### src/rtl/edid_reader.sv
// rtl/edid_reader.sv - I2C master that reads a 128-byte EDID block into a local buffer
module edid_reader #(
  parameter int unsigned CLK_DIV  = 50,
  parameter logic [6:0]  DEV_ADDR = 7'h50
) (
  input  logic       clk,
  input  logic       rst,
  input  logic       start,
  input  logic       sda_i,
  output logic       scl_oe,
  output logic       sda_oe,
  output logic       busy,
  output logic       done,
  output logic       ack_err,
  output logic       chksum_ok,
  input  logic [6:0] rd_addr,
  output logic [7:0] rd_data
);

  typedef enum logic [2:0] {
    IDLE, START, WR_BYTE, WR_ACK, RSTART, RD_BYTE, RD_ACK, STOP
  } state_t;

  localparam logic [9:0] DIV_MAX = 10'(CLK_DIV - 1);

  state_t     state_q, state_d;
  logic [9:0] div_q, div_d;
  logic [1:0] qtr_q, qtr_d;
  logic [2:0] bit_q, bit_d;
  logic [6:0] byte_q, byte_d;
  logic [7:0] shift_q, shift_d;
  logic [1:0] phase_q, phase_d;   // which write byte: 0 addr+W, 1 word addr, 2 addr+R
  logic       nack_q, nack_d;
  logic [7:0] sum_q, sum_d;
  logic       done_q, done_d;
  logic       ack_err_q, ack_err_d;
  logic       chksum_ok_q, chksum_ok_d;
  logic       edid_we;
  logic       scl_pull, sda_pull;
  logic       tick, sample, slot_end;
  logic [7:0] edid_q [128];
  logic [7:0] rd_data_q;

  assign tick     = (state_q != IDLE) && (div_q == DIV_MAX);
  assign sample   = tick && (qtr_q == 2'd2);
  assign slot_end = tick && (qtr_q == 2'd3);

  // Next-state, quarter timing and open-drain line drive
  always_comb begin
    state_d     = state_q;
    div_d       = div_q;
    qtr_d       = qtr_q;
    bit_d       = bit_q;
    byte_d      = byte_q;
    shift_d     = shift_q;
    phase_d     = phase_q;
    nack_d      = nack_q;
    sum_d       = sum_q;
    done_d      = 1'b0;
    ack_err_d   = ack_err_q;
    chksum_ok_d = chksum_ok_q;
    edid_we     = 1'b0;
    scl_pull    = 1'b0;
    sda_pull    = 1'b0;
    if (state_q != IDLE) begin
      div_d = tick ? 10'd0 : div_q + 10'd1;
      if (tick) qtr_d = qtr_q + 2'd1;
    end
    case (state_q)
      IDLE: begin
        if (start) begin
          state_d     = START;
          sum_d       = 8'd0;
          ack_err_d   = 1'b0;
          chksum_ok_d = 1'b0;
          bit_d       = 3'd0;
          byte_d      = 7'd0;
          phase_d     = 2'd0;
        end
      end
      START: begin
        sda_pull = (qtr_q >= 2'd2);
        scl_pull = (qtr_q == 2'd3);
        if (slot_end) begin
          state_d = WR_BYTE;
          shift_d = {DEV_ADDR, 1'b0};
          phase_d = 2'd0;
        end
      end
      WR_BYTE: begin
        scl_pull = (qtr_q < 2'd2);
        sda_pull = ~shift_q[7];
        if (slot_end) begin
          shift_d = {shift_q[6:0], 1'b0};
          bit_d   = bit_q + 3'd1;
          if (bit_q == 3'd7) state_d = WR_ACK;
        end
      end
      WR_ACK: begin
        scl_pull = (qtr_q < 2'd2);
        if (sample) nack_d = sda_i;
        if (slot_end) begin
          if (nack_q) begin
            state_d   = STOP;
            ack_err_d = 1'b1;
          end else if (phase_q == 2'd0) begin
            state_d = WR_BYTE;
            shift_d = 8'h00;
            phase_d = 2'd1;
          end else if (phase_q == 2'd1) begin
            state_d = RSTART;
          end else begin
            state_d = RD_BYTE;
            byte_d  = 7'd0;
          end
        end
      end
      RSTART: begin
        // SCL low first so the slave drops its ACK before SDA rises under a high SCL
        scl_pull = (qtr_q == 2'd0) || (qtr_q == 2'd3);
        sda_pull = (qtr_q >= 2'd2);
        if (slot_end) begin
          state_d = WR_BYTE;
          shift_d = {DEV_ADDR, 1'b1};
          phase_d = 2'd2;
        end
      end
      RD_BYTE: begin
        scl_pull = (qtr_q < 2'd2);
        if (sample) shift_d = {shift_q[6:0], sda_i};
        if (slot_end) begin
          bit_d = bit_q + 3'd1;
          if (bit_q == 3'd7) begin
            edid_we = 1'b1;
            sum_d   = sum_q + shift_q;
            state_d = RD_ACK;
          end
        end
      end
      RD_ACK: begin
        scl_pull = (qtr_q < 2'd2);
        sda_pull = (byte_q != 7'd127);
        if (slot_end) begin
          if (byte_q == 7'd127) begin
            state_d = STOP;
          end else begin
            byte_d  = byte_q + 7'd1;
            state_d = RD_BYTE;
          end
        end
      end
      STOP: begin
        // SCL is released from Q1 so the SDA release at Q2 happens with SCL already high
        scl_pull = (qtr_q == 2'd0);
        sda_pull = (qtr_q < 2'd2);
        if (slot_end) begin
          state_d     = IDLE;
          done_d      = 1'b1;
          chksum_ok_d = ~ack_err_q && (sum_q == 8'd0);
        end
      end
      default: state_d = IDLE;
    endcase
  end

  // Control state register; reset drops the FSM to IDLE, which releases both lines at once
  always_ff @(posedge clk or posedge rst) begin
    if (rst) begin
      state_q     <= IDLE;
      div_q       <= '0;
      qtr_q       <= '0;
      bit_q       <= '0;
      byte_q      <= '0;
      shift_q     <= '0;
      phase_q     <= '0;
      nack_q      <= 1'b0;
      sum_q       <= '0;
      done_q      <= 1'b0;
      ack_err_q   <= 1'b0;
      chksum_ok_q <= 1'b0;
    end else begin
      state_q     <= state_d;
      div_q       <= div_d;
      qtr_q       <= qtr_d;
      bit_q       <= bit_d;
      byte_q      <= byte_d;
      shift_q     <= shift_d;
      phase_q     <= phase_d;
      nack_q      <= nack_d;
      sum_q       <= sum_d;
      done_q      <= done_d;
      ack_err_q   <= ack_err_d;
      chksum_ok_q <= chksum_ok_d;
    end
  end

  // EDID buffer: not reset, read port returns the pre-write value on a same-address collision
  always_ff @(posedge clk) begin
    if (edid_we) edid_q[byte_q] <= shift_q;
    rd_data_q <= edid_q[rd_addr];
  end

  assign scl_oe    = scl_pull;
  assign sda_oe    = sda_pull;
  assign busy      = (state_q != IDLE);
  assign done      = done_q;
  assign ack_err   = ack_err_q;
  assign chksum_ok = chksum_ok_q;
  assign rd_data   = rd_data_q;

endmodule
### config.mk
export PLATFORM = sky130hd
export DESIGN_NAME = edid_reader
export DESIGN_NICKNAME = d
export VERILOG_FILES = /design/src/rtl/edid_reader.sv
export SDC_FILE = /design/constraint.sdc
export NUM_CORES = 1
export LEC_CHECK = 0
export BUFFER_PORTS_ARGS = -buffer_cell sky130_fd_sc_hd__buf_2
export CORE_MARGIN = 2
export CORE_UTILIZATION = 55
export DETAILED_ROUTE_END_ITERATION = 10
export PLACE_DENSITY = 0.71
export SETUP_SLACK_MARGIN = 0.15
export SYNTH_ARGS = -nofsm -noshare
export SYNTH_HDL_FRONTEND = slang
export SYNTH_SLANG_ARGS = --single-unit
export TNS_END_PERCENT = 1
### constraint.sdc
create_clock -name clk -period 6.85 [get_ports clk]
set_clock_uncertainty 0.1 [all_clocks]
set_input_delay 1.37 -clock clk [delete_from_list [all_inputs] [get_ports clk]]
set_output_delay 1.37 -clock clk [all_outputs]
set_load 0.005 [all_outputs]
==> impl_metrics.py <==
metrics = {
    "yosys": {
        "syn_area_per_cell_um2": 19.1,
        "netlist.area_leader.share_pct": 72.5,
        "netlist_instances": 2216,
        "yosys_warnings": 0,
        "synth_cell_types": 59,
        "synthTopCellsByArea": "edfxtp_1 (72%), mux4_2 (10%), dfrtp_1 (2.8%)",
        "synth_seq_cells": 1079,
        "synth_fp_nets": 2243,
        "yosys.area.top_type": "edfxtp_1",
        "ys.flop_type": "edfxtp_1",
        "synth-edff-count": 1024,
        "synth_area_mm2": 0.0424,
        "synth_common_cells": "edfxtp_1 (1024), mux4_2 (192), nor2_1 (175), a22oi_1 (81)",
        "yosysSeqAreaShare_pct": 75.6,
        "async_flop_share_pct": 4.36,
        "synth_most_common_cell": "edfxtp_1",
    },
    "drt": {
        "drc": 0,
        "ant_nets": 0,
        "drtIter0Drc": 2876,
        "post_drt_wl_per_cell_um": 28.3,
        "wirelength_um": 95500,
        "firstDrtPassIters": 5,
        "vias": 21600,
        "via_per_inst": 6.40,
    },
    "clock_network": {
        "post_cts_buffers": 0,
        "numCtsBuffers": 105,
        "cts_hold_buf": 0,
        "tritoncts": "done",
        "clk_latency_ns": 0.66,
        "cts-root-buf": "clkbuf_16",
        "cts.repair.resized": 0,
        "htree_levels": 3,
        "clk_path_buf_depth": 3,
        "cts_sinks": 1079,
        "cts.clk_slew.worst_paths_ns": 0.06,
    },
    "timing": {
        "min_period_ns": 4.46,
        "tns_ns": 0,
        "worstMarginPinSlew_ns": 1.16,
        "finalHoldViolations": 0,
        "relSlewSlack_pct": 22.9,
        "finalSetupViolations": 0,
        "finalCritPeriodShare_pct": 65.0,
        "grt_setup_unrepaired": "no",
        "max_freq_ghz": 0.224,
        "report.final.slew_viol_count": 0,
    },
    "place": {
        "gp_congestion": 0.857,
        "port_buffers": 24,
        "dpl.cell_count": 3178,
        "post-dp-hpwl_um": 56800,
    },
    "layout": {
        "nets": 2282,
        "n_antenna_cell": 0,
        "fin_cells": 3372,
        "drive_above_1_share_pct": 21.3,
        "syn2layout_area_growth_pct": 11.3,
    },
    "floorplan": {
        "start_util_pct": 55.7,
        "core_mm2": 0.0762,
        "die_h_um": 282,
        "die_area_mm2": 0.0794,
        "die_w_um": 282,
        "boundaryPins": 25,
        "rows": 101,
    },
    "critical_path": {
        "critPathCaptureType": "register",
        "rr_startpoint": "state_q[0]",
        "critPathLaunchType": "register",
        "worstSetupStartpoint": "state_q[0]",
        "worstPathRequired_ns": 7.04,
        "crit_fanout": 29,
        "worstSetupPathType": "reg -> reg",
        "worstPathArrival_ns": 4.64,
    },
    "power": {
        "powerDensity_mw_per_mm2": 283,
        "finalPower_mw": 13.3,
        "vdd_drop_max_mv": 0.210,
        "p_leak_nw": 13.1,
    },
    "min_path": {
        "hp-class": "reg -> reg",
        "min-delay-start": "div_q[9]",
    },
    "grt": {
        "antenna_found_initial": 0,
        "grt_pass1_wl_um": 143000,
        "grt_max_degree": 122,
        "track_usage_pct": 24.6,
        "grt_overflow": 0,
        "first_global_vias": 21700,
    },
    "status": {
        "status": "complete, no violations",
    },
    "run": {
        "max-cap-violations": 0,
    },
}
metal layers:
layer	up-vias	GRT usage (%)	wire, µm
met3	165	4.55	7910
met5	-	0	0
li1	9160	-	-
met4	0	7.13	2580
met2	992	38.4	45700
met1	11300	36.1	39200
through the flow:
| step | hold WS, ns | setup WS, ns | util, % | cell area [µm²] |
|---|---|---|---|---|
| 3_3_place_gp | 0.364 | 1.59 | 57.3 | 43700 |
| 6_report | 0.370 | 2.39 | 61.9 | 47200 |
| 5_1_grt | 0.398 | 2.12 | 61.9 | 47200 |
| 3_5_place_dp | 0.368 | 1.86 | 57.3 | 43700 |
| 4_1_cts | 0.378 | 2.41 | 61.9 | 47200 |
| 2_1_floorplan | 0.337 | 2.93 | - | 42400 |
power by group:
| part | leakage, nW | total [mW] | switching, mW | internal [mW] |
|---|---|---|---|---|
| clock | 1.73 | 5.89 | 2.43 | 3.46 |
| sequential | 8.31 | 7.13 | 0.0138 | 7.12 |
| combinational | 3.06 | 0.324 | 0.213 | 0.111 |
| total | 13.1 | 13.3 | 2.66 | 10.7 |
flip-flops by register name, indices dropped and copies added (netlist names), 3 cells and up:
signal   cells
edid_q    1024
div_q       10
bit_q        3
sum_q        8
byte_q       7
rd_data      8
state_q      3
shift_q      8
critical path, stage by stage (launching register included):
cell and delay, ns:
dfrtp_1 0.88, nor3_1 0.30, nor4_4 0.53, nand2_4 0.16, nor3_2 0.37, nand2_1 0.58
buf_4 0.44, nor2_1 0.69
final cells by class:
| class | instances | area (µm²) |
|---|---|---|
| Clock buffer | 125 | 2780 |
| Clock inverter | 69 | 754 |
| Fill cell | 5208 | 29000 |
| Inverter | 15 | 56.3 |
| Multi-Input combinational cell | 998 | 9790 |
| Sequential cell | 1079 | 32100 |
| Tap cell | 1030 | 1290 |
| Timing Repair Buffer | 56 | 418 |
logic make-up after synthesis:
| family | count (synthesis) | share of synthesized area [%] |
|---|---|---|
| xor gates and xnor gates | 15 | 0.310 |
| AOI/OAI and AO/OA | 303 | 5.05 |
| buffers and inverters | 139 | 1.32 |
| and+or+nand+nor | 336 | 3.58 |
| DFF | 1079 | 75.6 |
| adders and majority gates | 16 | 0.490 |
| muxes | 328 | 13.6 |
worst paths after layout:
path | endpoint | slack [ns] | depth (start not counted)
max in group asynchronous | shift_q[3] | 5.06 | 2
setup reg to reg | edid_q[45][6] | 2.39 | 7
hold / removal | div_q[9] | 0.37 | 1
hold reg to reg | div_q[9] | 0.37 | 1
setup / recovery | edid_q[45][6] | 2.39 | 7
min in group asynchronous | div_q[7] | 0.86 | 2
cell usage in the layout, fill, tap and decap left out, drive strengths merged, types with 7 or more instances in the layout:
cell / instances
clkinv: 47
mux2i: 68
o21ai: 59
o31ai: 11
xnor2: 7
buf: 56
ha: 15
nor3: 18
a221o: 17
nand2: 69
bufinv: 15
a21oi: 30
inv: 18
nand3: 14
dfrtp: 47
o22ai: 26
o221ai: 24
a22o: 17
dfxtp: 8
xor2: 8
a22oi: 81
nor2b: 15
edfxtp: 1024
mux4: 192
a221oi: 16
nor2: 175
clkbuf: 125
mux2: 68
(Power assumes the default switching activity.)
